==> config.mk <==
export PLATFORM = sky130hd
export DESIGN_NAME = serializer_tx_ctrl
export DESIGN_NICKNAME = d
export VERILOG_FILES = /design/src/rtl/srlzr_pkg.sv /design/src/rtl/piso_shift_reg.sv /design/src/rtl/serializer_tx_ctrl.sv
export SDC_FILE = /design/constraint.sdc
export NUM_CORES = 1
export LEC_CHECK = 0
export ABC_CLOCK_PERIOD_IN_PS = 4500
export CAP_MARGIN = 15
export CORE_MARGIN = 5
export CORE_UTILIZATION = 58
export DETAILED_ROUTE_END_ITERATION = 10
export PLACE_DENSITY = 0.9
export SYNTH_ARGS = -nofsm -noshare
export SYNTH_HDL_FRONTEND = slang
export SYNTH_HIERARCHICAL = 1
export SYNTH_SLANG_ARGS = --single-unit
==> constraint.sdc <==
create_clock -name clk -period 4.5 [get_ports clk]
set_clock_uncertainty 0.1 [all_clocks]
set_input_delay 0.45 -clock clk [delete_from_list [all_inputs] [get_ports clk]]
set_output_delay 0.45 -clock clk [all_outputs]
set_load 0.01 [all_outputs]
==> src/rtl/srlzr_pkg.sv <==
`default_nettype none
// ============================================================================
// Package  : srlzr_pkg
// Purpose  : Shared definitions for the serializer transmit controller:
//            FSM state encoding and a constant-width helper used to size
//            the bit divider and bit counter.
// Revision : 1.0 - initial release
// ============================================================================
package srlzr_pkg;

    // FSM state encoding (3 bits wide to hold all five states)
    typedef logic [2:0] srlzr_state_t;

    localparam srlzr_state_t ST_IDLE   = 3'd0;
    localparam srlzr_state_t ST_START  = 3'd1;
    localparam srlzr_state_t ST_DATA   = 3'd2;
    localparam srlzr_state_t ST_PARITY = 3'd3;
    localparam srlzr_state_t ST_STOP   = 3'd4;

    // Bits needed to hold the values 0..value-1; never less than 1 so that
    // counters sized from it always have a legal declaration.
    function automatic int clog2(input int value);
        int result;
        result = 0;
        for (int v = value - 1; v > 0; v = v >> 1) begin
            result = result + 1;
        end
        if (result < 1) begin
            result = 1;
        end
        return result;
    endfunction

endpackage
`default_nettype wire

==> src/rtl/piso_shift_reg.sv <==
`default_nettype none
// ============================================================================
// Module   : piso_shift_reg
// Purpose  : Parallel-in / serial-out shift register. The serial bit is q[0];
//            each shift moves the word one place toward bit 0, filling zeros.
// Ports    : clk   - system clock
//            rst   - synchronous active-high reset, clears q
//            load  - copy d into q (takes priority over shift)
//            shift - shift q right by one
//            d     - parallel word in
//            q     - register contents
// Revision : 1.0 - initial release
// ============================================================================
module piso_shift_reg #(
    parameter int DATA_WIDTH = 8
) (
    input  logic                  clk,
    input  logic                  rst,
    input  logic                  load,
    input  logic                  shift,
    input  logic [DATA_WIDTH-1:0] d,
    output logic [DATA_WIDTH-1:0] q
);

    logic [DATA_WIDTH-1:0] r_q;

    always_ff @(posedge clk) begin
        if (rst) begin
            r_q <= '0;
        end else if (load) begin
            r_q <= d;
        end else if (shift) begin
            // Shift operator rather than a slice so a 1-bit word still works
            r_q <= r_q >> 1;
        end
    end

    assign q = r_q;

endmodule
`default_nettype wire

==> src/rtl/serializer_tx_ctrl.sv <==
`default_nettype none
// ============================================================================
// Module   : serializer_tx_ctrl
// Purpose  : Frame controller for the PISO transmit path. Accepts a parallel
//            word over valid/ready, then drives start / data (LSB first) /
//            [parity] / stop bits onto tx_line, each bit CLK_DIV clocks long.
// Config   : SRLZR_PARITY_EN - when defined, a parity bit (even, or odd when
//            PARITY_ODD=1) is sent between the data and stop bits.
// Ports    : clk      - system clock
//            rst      - synchronous active-high reset (aborts a frame)
//            en       - transmitter enable, gates word acceptance only
//            in_data  - word to send
//            in_valid - in_data is valid
//            in_ready - controller can accept a word this cycle
//            tx_line  - serial output, idle high
//            busy     - frame in progress
//            done     - one-cycle pulse after the final stop bit
// Revision : 1.0 - initial release
// ============================================================================
module serializer_tx_ctrl
    import srlzr_pkg::*;
#(
    parameter int DATA_WIDTH = 8,
    parameter int CLK_DIV    = 16,
    parameter int STOP_BITS  = 1,
    parameter int PARITY_ODD = 0
) (
    input  logic                  clk,
    input  logic                  rst,
    input  logic                  en,
    input  logic [DATA_WIDTH-1:0] in_data,
    input  logic                  in_valid,
    output logic                  in_ready,
    output logic                  tx_line,
    output logic                  busy,
    output logic                  done
);

    localparam int c_DIV_W = clog2(CLK_DIV);
    localparam int c_BIT_W = clog2((DATA_WIDTH > STOP_BITS) ? DATA_WIDTH : STOP_BITS);

    localparam logic [c_DIV_W-1:0] c_DIV_LAST  = c_DIV_W'(CLK_DIV - 1);
    localparam logic [c_BIT_W-1:0] c_DATA_LAST = c_BIT_W'(DATA_WIDTH - 1);
    localparam logic [c_BIT_W-1:0] c_STOP_LAST = c_BIT_W'(STOP_BITS - 1);

    srlzr_state_t          r_state;
    srlzr_state_t          w_state_next;
    logic [c_DIV_W-1:0]    r_div_cnt;
    logic [c_BIT_W-1:0]    r_bit_cnt;
    logic                  r_busy;
    logic                  r_done;

    logic                  w_tick;
    logic                  w_in_ready;
    logic                  w_load;
    logic                  w_shift;
    logic                  w_bit_inc;
    logic                  w_tx;
    logic [DATA_WIDTH-1:0] w_sreg_q;

    // ------------------------------------------------------------------
    // Data shift register; q[0] is the bit currently on the line
    // ------------------------------------------------------------------
    piso_shift_reg #(
        .DATA_WIDTH (DATA_WIDTH)
    ) u_sreg (
        .clk   (clk),
        .rst   (rst),
        .load  (w_load),
        .shift (w_shift),
        .d     (in_data),
        .q     (w_sreg_q)
    );

`ifdef SRLZR_PARITY_EN
    // Parity is computed from the word at load time so later changes on
    // in_data cannot affect the frame already in flight.
    logic r_parity;

    always_ff @(posedge clk) begin
        if (rst) begin
            r_parity <= 1'b0;
        end else if (w_load) begin
            r_parity <= (^in_data) ^ (PARITY_ODD != 0);
        end
    end
`endif

    assign w_tick     = (r_div_cnt == c_DIV_LAST);
    assign w_in_ready = (r_state == ST_IDLE) && en && !rst;

    // ------------------------------------------------------------------
    // Next-state logic
    // ------------------------------------------------------------------
    always_comb begin
        w_state_next = r_state;
        w_load       = 1'b0;
        w_shift      = 1'b0;
        w_bit_inc    = 1'b0;
        case (r_state)
            ST_IDLE: begin
                if (in_valid && w_in_ready) begin
                    w_load       = 1'b1;
                    w_state_next = ST_START;
                end
            end
            ST_START: begin
                if (w_tick) begin
                    w_state_next = ST_DATA;
                end
            end
            ST_DATA: begin
                if (w_tick) begin
                    w_shift = 1'b1;
                    if (r_bit_cnt == c_DATA_LAST) begin
`ifdef SRLZR_PARITY_EN
                        w_state_next = ST_PARITY;
`else
                        w_state_next = ST_STOP;
`endif
                    end else begin
                        w_bit_inc = 1'b1;
                    end
                end
            end
`ifdef SRLZR_PARITY_EN
            ST_PARITY: begin
                if (w_tick) begin
                    w_state_next = ST_STOP;
                end
            end
`endif
            ST_STOP: begin
                if (w_tick) begin
                    if (r_bit_cnt == c_STOP_LAST) begin
                        w_state_next = ST_IDLE;
                    end else begin
                        w_bit_inc = 1'b1;
                    end
                end
            end
            default: begin
                w_state_next = ST_IDLE;
            end
        endcase
    end

    // ------------------------------------------------------------------
    // State, divider, bit counter and status registers
    // ------------------------------------------------------------------
    always_ff @(posedge clk) begin
        if (rst) begin
            r_state   <= ST_IDLE;
            r_div_cnt <= '0;
            r_bit_cnt <= '0;
            r_busy    <= 1'b0;
            r_done    <= 1'b0;
        end else begin
            r_state <= w_state_next;

            // Every state entry starts a fresh bit period; IDLE holds it at 0
            if ((w_state_next != r_state) || (r_state == ST_IDLE) || w_tick) begin
                r_div_cnt <= '0;
            end else begin
                r_div_cnt <= r_div_cnt + 1'b1;
            end

            // Counts data bits in DATA and stop bits in STOP
            if (w_state_next != r_state) begin
                r_bit_cnt <= '0;
            end else if (w_bit_inc) begin
                r_bit_cnt <= r_bit_cnt + 1'b1;
            end

            r_busy <= (w_state_next != ST_IDLE);
            r_done <= (r_state == ST_STOP) && (w_state_next == ST_IDLE);
        end
    end

    // ------------------------------------------------------------------
    // Line level decoded from the registered state and shift register
    // ------------------------------------------------------------------
    always_comb begin
        w_tx = 1'b1;
        case (r_state)
            ST_START: w_tx = 1'b0;
            ST_DATA:  w_tx = w_sreg_q[0];
`ifdef SRLZR_PARITY_EN
            ST_PARITY: w_tx = r_parity;
`endif
            default:  w_tx = 1'b1;
        endcase
    end

    assign in_ready = w_in_ready;
    assign tx_line  = w_tx;
    assign busy     = r_busy;
    assign done     = r_done;

endmodule
`default_nettype wire

======== After elaboration in Yosys (flattened, before gate mapping) ========
Index checks and enable logic that the tools add are counted.
storage, ports and cells
  register bits after elaboration ......... 20
  output and inout port bits .............. 4
  word-level logic and storage cells ...... 47
operators by class
  add/subtract/negate cells ............... 2
  eq/ne operators ......................... 6
  muxes and demuxes ....................... 19
  reduce and logical (&&, ||, !) cells .... 14
operators by type and width
  kind                                           count
  2-to-1 mux 3 bit                               6
  2-to-1 mux 8 bit                               2
  one-hot mux 3 bit (4 select lines)             1
  zero test 3 bit                                3
  2-to-1 mux 1 bit                               8
  == test 3 bit, second input constant           2
  adder 4 x 1 -> 4 bit, second input constant    1
  == test 4 bit, second input constant           1
  logical AND 1 bit                              4
  one-hot mux 1 bit (2 select lines)             2
  OR reduction 2 bit                             2
  adder 3 x 1 -> 3 bit, second input constant    1
  == test 3 x 1 -> 1 bit, second input constant  1
  == test 3 x 2 -> 1 bit, second input constant  1
  != test 3 bit                                  1
  nonzero test 3 bit                             1
  logical OR 1 bit                               2
  nonzero test 2 bit                             1
  zero test 1 bit                                1

======== Longest topological paths before layout ========
Gate-level depths: netlist of run 1.
  word-level depth ........................ 10
  depth in mapped cells ................... 7
  gate-level depth less buffers ........... 6

======== Modules after synthesis ========
The synthesis of run 1 kept the hierarchy.
modules (own cells, without submodules)
  module              times used  cells each  area each (sq um)  sequential area each (sq um)
  serializer_tx_ctrl  1           89          829.5              240.2
  piso_shift_reg      1           35          369.1              160.2

======== Worst setup path after synthesis of run 1 ========
No wires, ideal clock.
  path kind ............................... reg2reg
  start point ............................. register r_div_cnt[0]
  end point ............................... register u_sreg.r_q[7], in the netlist u_sreg/q[7]
  library setup time ...................... 0.070 ns
  arrival ................................. 1.688 ns
  required time ........................... 4.330 ns
  slack ................................... 2.642 ns
  stages on the path, launching flop included .. 8
  buffers on the path ..................... 2
  clock period less this slack ............ 1.858 ns
  cells stage by stage .................... dfxtp_1 -> ha_1 -> and3_1 -> buf_6 -> and3_2 -> buf_6 -> or3b_1 -> a21oi_1
on the way
  word-level cells in the longest chain between the ends .. 4
RTL lines
  item                                 RTL line                   source
  start, declared                      serializer_tx_ctrl.sv:48   logic [c_DIV_W-1:0] r_div_cnt;
  start signal, assigned               serializer_tx_ctrl.sv:165  r_div_cnt <= r_div_cnt + 1'b1;
  == test 4 bit                        serializer_tx_ctrl.sv:89   assign w_tick = (r_div_cnt == c_DIV_LAST);
  2-to-1 mux 1 bit                     serializer_tx_ctrl.sv:113  if (w_tick) begin
  2-to-1 mux 1 bit                     serializer_tx_ctrl.sv:100  case (r_state)
  via w_shift                          serializer_tx_ctrl.sv:56   logic w_shift;
  nonzero test 2 bit (no source line)  --
  end signal, assigned                 piso_shift_reg.sv:34       r_q <= r_q >> 1;
  end, declared                        piso_shift_reg.sv:25       logic [DATA_WIDTH-1:0] r_q;
The timed path passes the listed nets, and every way through them passes these cells.
A chain may end at the register's enable or synchronous reset.

======== Worst setup path after layout of run 1 ========
  start point ............................. input port rst
  end point ............................... output port in_ready
on the way
  word-level cells in the longest chain between the ends .. 2
RTL lines
  item               RTL line                  source
  start, declared    serializer_tx_ctrl.sv:29  input logic rst,
  zero test 1 bit    serializer_tx_ctrl.sv:90  assign w_in_ready = (r_state == ST_IDLE) && en && !rst;
  logical AND 1 bit  serializer_tx_ctrl.sv:90
  end, declared      serializer_tx_ctrl.sv:33  output logic in_ready,
Every way passes these cells.

==> impl_metrics.tcl, run 1 <==
set metrics [dict create \
    antenna-diode-count 0 \
    post_cts.resized_instances 0 \
    finalSetupTns_ns 0 \
    cp.required_ns 3.95 \
    multi_input_area_um2 671.9 \
    power_density_mw_per_mm2 248.8 \
    fmaxAchievable_mhz 369.6 \
    clock_latency_ns 0.29 \
    rsz0062_at_grt "false" \
    grt_pass1_vias 884 \
    yosysSeqAreaShare_pct 33.40 \
    cpMaxStageDelayCell "sky130_fd_sc_hd__clkdlybuf4s50_1" \
    clk_root_buffer_cell "sky130_fd_sc_hd__clkbuf_4" \
    timing.final.setup_violations 0 \
    area_contributors_post_synth "sky130_fd_sc_hd__dfxtp_1 (33%), sky130_fd_sc_hd__mux2i_1 (5.8%), sky130_fd_sc_hd__a211oi_1 (4.4%)" \
    wl_per_cell_um 13.58 \
    fraction_of_layout_instances_using_a_drive_strength_above_1_pct 11.11 \
    cts_buffers 3 \
    critPathBufInv 2 \
    run_status "finished clean" \
    gp_congestion 0.7585 \
    slew_violations 0 \
    critical_path_maximum_fanout 16 \
    critPathLaunchType "input pin" \
    number_of_h_tree_levels 1 \
    timing_hold_violations_final 0 \
    final_cell_count_no_fill 162 \
    timing.critical_path.max_delay_family "buffers and inverters" \
    dpl.cell_count 158 \
    cts.sink_count 20 \
    critical_path.cell_chain "clkdlybuf4s50_1, nor2_1, and3_1, clkdlybuf4s50_1" \
    layout-area-overhead-vs-synth_pct 9.395 \
    synth_area_per_cell_um2 9.667 \
    top_cells_by_instance_count_after_synthesis "sky130_fd_sc_hd__dfxtp_1 (20), sky130_fd_sc_hd__a21oi_1 (8), sky130_fd_sc_hd__nor2b_1 (8), sky130_fd_sc_hd__a211oi_1 (7), sky130_fd_sc_hd__mux2i_1 (7)" \
    dp_hpwl_mm 1.626 \
    postSynth.asyncResetShare_pct 0 \
    fin_crit_sh_pct 60.13 \
    grt_start_max_net_pins 19 \
    synth_top_cell_by_area "sky130_fd_sc_hd__dfxtp_1" \
    ctsHoldBuffers 0 \
    floorplan.io_pins 16 \
    violation_count_after_the_first_detailed_route_iteration 14 \
    die_width_um 55.46 \
    design.core.area_mm2 0.001962 \
    overall_track_demand_over_capacity_in_global_routing_pct 14.95 \
    worst_slew_pin_slew_ns 0.6287 \
    fillers 180 \
    maxCapViolations 0 \
    maxSlewHeadroom_pct 57.95 \
    antenna_found_initial 0 \
    synth_edf_count 0 \
    portBuffers 15 \
    post-synth-top-area-fraction_pct 33.40 \
    std_cell_rows 16 \
    ys.flop_type "sky130_fd_sc_hd__dfxtp_1" \
    overall_die_height_um 55.46 \
    grt_pass1_wl_mm 3.767 \
    synth.most_common_cell "sky130_fd_sc_hd__dfxtp_1" \
    ir_worst_vdd_mv 0.1630 \
    min_path_type "register to register" \
    post_cts_buffers 0 \
    drt_drc_violations_left 0 \
    yosysUniqueCellTypes 42 \
    crit_path_max_incr_delay_ns 0.72 \
    end_kind "primary output" \
    synth.yosys.warnings 6 \
    total_nets_after_synthesis 140 \
    p_leak_nw 0.4286 \
    die_ar_mm2 0.003076 \
    detailroute.via_count 940 \
    grt.overflow.total 0 \
    final_antenna_net_count 0 \
    post-route-min-period_ns 2.706 \
    synthesis.area_mm2 0.001199 \
    clock_slew_at_the_register_clock_pins_of_the_worst_setup_and_hold_paths_ns 0.10 \
    finalHoldWorstSlack_ns 0.3978 \
    drt-vias-per-instance 5.802 \
    drt_first_pass_iters 4 \
    critPathKind "input pin to primary output" \
    critPathArrivalTime_ns 2.16 \
    ys_seq_elements 20 \
    route.final.wire_length_mm 2.200 \
    clock_path_buffers 2 \
    nNetsFinal 152 \
    initial_utilization_pct 61.10 \
    synth_cells 124 \
    crit_path_frequent_cell "sky130_fd_sc_hd__clkdlybuf4s50_1" \
    cts_tree "yes" \
    ff_latch_area_um2 400.4 \
]
## worst paths after layout
| check | slack, ns | startpoint | to | depth (start not counted) |
|---|---|---|---|---|
| worst max-delay path | 1.79 | rst | in_ready | 4 |
| worst min-delay path | 0.40 | r_div_cnt[0] | r_div_cnt[0] | 1 |
| worst max register to register | 2.39 | r_div_cnt[0] | u_sreg/q[6] | 5 |
| worst min register to register | 0.40 | r_div_cnt[0] | r_div_cnt[0] | 1 |
## metrics by stage
stage | cell area (um^2) | util [%] | setup WS (ns) | total power, mW
final | 1311 | 66.84 | 1.794 | 0.3263
after global routing | 1311 | 66.84 | 1.661 | 0.3418
after CTS | 1311 | 66.84 | 1.786 | 0.3299
after detailed placement | 1275 | 64.99 | 1.789 | 0.2295
after global placement | 1275 | 64.99 | 1.872 | 0.2283
after floorplan | 1199 | - | 2.642 | 0.2166
## power by group
part	leakage, nW	total, mW	internal (mW)	switching (mW)
Clock	0.0210	0.101	0.0492	0.0516
Combinational	0.245	0.0378	0.0215	0.0163
Sequential	0.162	0.188	0.182	0.00523
Total	0.429	0.326	0.253	0.0731
## layout make-up
cell class                 instances  area share, %
sequential                        20          30.53
clock buffer                       4          2.767
inverter                           5          1.431
multi-input combinational         91          51.24
tap                               27          2.576
timing repair buffer              15          11.45
## logic make-up (layout without fill, tap and decap cells)
group                    after synthesis  in the layout  share of synthesized area, %
flip-flops                            20             20                         33.40
AO/OA/AOI/OAI                         30             30                         18.37
XOR/XNOR                               2              2                         1.462
AND/OR/NAND/NOR                       48             48                         26.20
adder cells (fa/ha/maj)                4              4                         4.176
multiplexers                           7              7                         5.846
buffers and inverters                 13             24                         10.54
## flip-flops by register name (all words and copies together) (netlist names)
signal     cells
r_state        3
u_sreg/q       8
r_div_cnt      4
busy           1
done           1
r_bit_cnt      3
## cell usage in the layout, fill, tap and decap left out, drive strengths merged, types with 6 or more instances in the layout
cell type / n
a211oi: 7
a21oi: 8
clkdlybuf4s50: 15
dfxtp: 20
mux2i: 7
nor2: 6
nor2b: 9
## metal layers
layer,wire [um],vias to the layer above,global-route usage [%]
met1,964,435,18.05
met3,66,6,2.331
met5,0,-,0
met4,48,0,7.986
met2,1121,24,25.17
li1,-,475,-
(Power assumes the default switching activity.)
==> run 2, diff against run 1 <==
Settings changed: ABC_CLOCK_PERIOD_IN_PS 4500 to 2410, CORE_UTILIZATION 58 to 48, PLACE_DENSITY 0.9 to 0.8.
Clock period 4.5 ns to 2.41 ns, I/O delays scaled along.
==> run 2 against run 1 <==
Net effect: sequential share of layout area down 0.12 points; largest power group unchanged; highest routed layer unchanged; critical path type is now register to primary output; clock-buffer cell count down 1; sequential power increased by 86%; largest cell class unchanged.
==> impl_metrics.tcl, run 2 (same netlist as run 1, synthesis figures left out) <==
set metrics [dict create \
    detailroute.via_count 957 \
    grt_pass1_wl_mm 3.808 \
    crit_path_max_incr_delay_ns 0.64 \
    design.core.area_mm2 0.002432 \
    post_cts_buffers 0 \
    grt_start_max_net_pins 19 \
    cp.required_ns 2.07 \
    end_kind "primary output" \
    overall_track_demand_over_capacity_in_global_routing_pct 13.65 \
    antenna_found_initial 0 \
    min_delay_worst_endpoint "r_div_cnt[0]" \
    ctsHoldBuffers 0 \
    std_cell_rows 18 \
    clock_path_buffers 2 \
    clock_latency_ns 0.29 \
    critPathKind "register to primary output" \
    cts_tree "yes" \
    final_common_cell "sky130_fd_sc_hd__dfxtp_1" \
    dp_hpwl_mm 1.648 \
    layout.cells.most_common_list "sky130_fd_sc_hd__dfxtp_1 (20), sky130_fd_sc_hd__clkdlybuf4s50_1 (15), sky130_fd_sc_hd__nor2b_1 (8), sky130_fd_sc_hd__a21oi_1 (8)" \
    power.share.sequential_pct 60.7 \
    fmaxAchievable_mhz 449.4 \
    power_frac_clock_pct 26.7 \
    grt_pass1_vias 888 \
    critical_path.cell_chain "nor2b_1, o21ai_0, clkdlybuf4s50_1" \
    p_int_uw 441.0 \
    multi_input_area_um2 671.9 \
    route.final.wire_length_mm 2.121 \
    worst_slew_pin_slew_ns 0.5789 \
    regToRegStartpoint "r_div_cnt[0]" \
    critPathLaunchType "register" \
    drt-vias-per-instance 5.765 \
    maxSlewHeadroom_pct 61.11 \
    final_antenna_net_count 0 \
    fraction_of_layout_instances_using_a_drive_strength_above_1_pct 11.76 \
    grt.overflow.total 0 \
    worst_r2r_path_depth 5 \
    ff_latch_area_um2 400.4 \
    post-place-ws_ns 0.3664 \
    timing_hold_violations_final 0 \
    number_of_h_tree_levels 1 \
    slew_violations 0 \
    post_cts.resized_instances 0 \
    critPathArrivalTime_ns 1.88 \
    clk_root_buffer_cell "sky130_fd_sc_hd__clkbuf_4" \
    cts.sink_count 20 \
    worst_r2r_endpoint "u_sreg/q[6]" \
    wl_per_cell_um 12.78 \
    hold_start "r_div_cnt[0]" \
    drt_first_pass_iters 4 \
    floorplan.io_pins 16 \
    power.share.combinational_pct 12.6 \
    antenna-diode-count 0 \
    fin_crit_sh_pct 92.33 \
    power_density_mw_per_mm2 438.0 \
    initial_utilization_pct 49.28 \
    p_leak_nw 0.4315 \
    final_cell_count_no_fill 166 \
    layout-area-overhead-vs-synth_pct 9.812 \
    swShare_pct 23.52 \
    clock_slew_at_the_register_clock_pins_of_the_worst_setup_and_hold_paths_ns 0.10 \
    p_sw_uw 135.6 \
    timing.hold.worst_path_depth 1 \
    largest_register_ff_count 8 \
    ir_worst_vdd_mv 0.4292 \
    overall_die_height_um 59.97 \
    die_ar_mm2 0.003596 \
    fillers 234 \
    cpMaxStageDelayCell "sky130_fd_sc_hd__dfxtp_1" \
    finalSetupTns_ns 0 \
    cts_buffers 3 \
    rsz0062_at_grt "false" \
    maxCapViolations 0 \
    nNetsFinal 154 \
    min_path_type "register to register" \
    post-route-min-period_ns 2.225 \
    die_width_um 59.97 \
    timing.final.setup_violations 0 \
    internal_reg_to_reg_setup_slack_ns 0.33 \
    violation_count_after_the_first_detailed_route_iteration 26 \
    gp_congestion 0.8106 \
    postLayoutSetupSlackWorst_ns 0.1848 \
    run_status "finished clean" \
    drt_drc_violations_left 0 \
    portBuffers 15 \
    dpl.cell_count 163 \
    critical_path_maximum_fanout 18 \
]
[run 2: worst max path at each step]
stage,from,end,slack (ns),depth (start not counted)
final,r_state[0],tx_line,0.18,3
after global placement,r_div_cnt[0],u_sreg/q[6],0.45,5
after floorplan,r_div_cnt[0],u_sreg/q[7],0.55,7
after detailed placement,r_div_cnt[0],u_sreg/q[5],0.37,5
after CTS,r_state[0],tx_line,0.17,3
after global routing,r_state[0],tx_line,0.04,3
[run 2: worst max-delay path: cells and delay by family, from the launching register on]
family / cells / cell delay [ns]
compound gates: 1 / 0.14
simple gates: 1 / 0.32
buf+inv: 1 / 0.49
flops: 1 / 0.64
[run 2: through the flow]
step	power, mW	cell area [um^2]	utilization [%]	hold slack, ns
6_report	0.5765	1316	54.12	0.3885
5_1_grt	0.6076	1316	54.12	0.4015
4_1_cts	0.5799	1316	54.12	0.3891
3_5_place_dp	0.4313	1294	53.19	0.3803
3_3_place_gp	0.4284	1294	53.19	0.3551
2_1_floorplan	0.4045	1199	-	0.2856
[run 2: metal layers]
layer / GRT usage, % / share of wire [%] / wire (um) / vias to the layer above
li1: - / - / - / 481
met1: 16.97 / 44 / 939 / 441
met2: 22.07 / 48 / 1014 / 33
met3: 4.752 / 7.2 / 153 / 2
met4: 4.114 / 0.66 / 14 / 0
met5: 0 / 0 / 0 / -
[run 2: final cells by class]
type	count	share of cell area, %
clock buffer	3	1.711
inverter	5	1.426
multi-input combinational	91	51.05
tap	30	2.852
timing repair buffer	17	12.55
sequential	20	30.42
[run 2: power by group through the flow]
stage	combinational [mW]	sequential, mW	clock, mW
6_report	0.0726	0.350	0.154
5_1_grt	0.0795	0.352	0.176
4_1_cts	0.0735	0.350	0.156
3_5_place_dp	0.0736	0.358	0
3_3_place_gp	0.0711	0.357	0
2_1_floorplan	0.0518	0.353	0
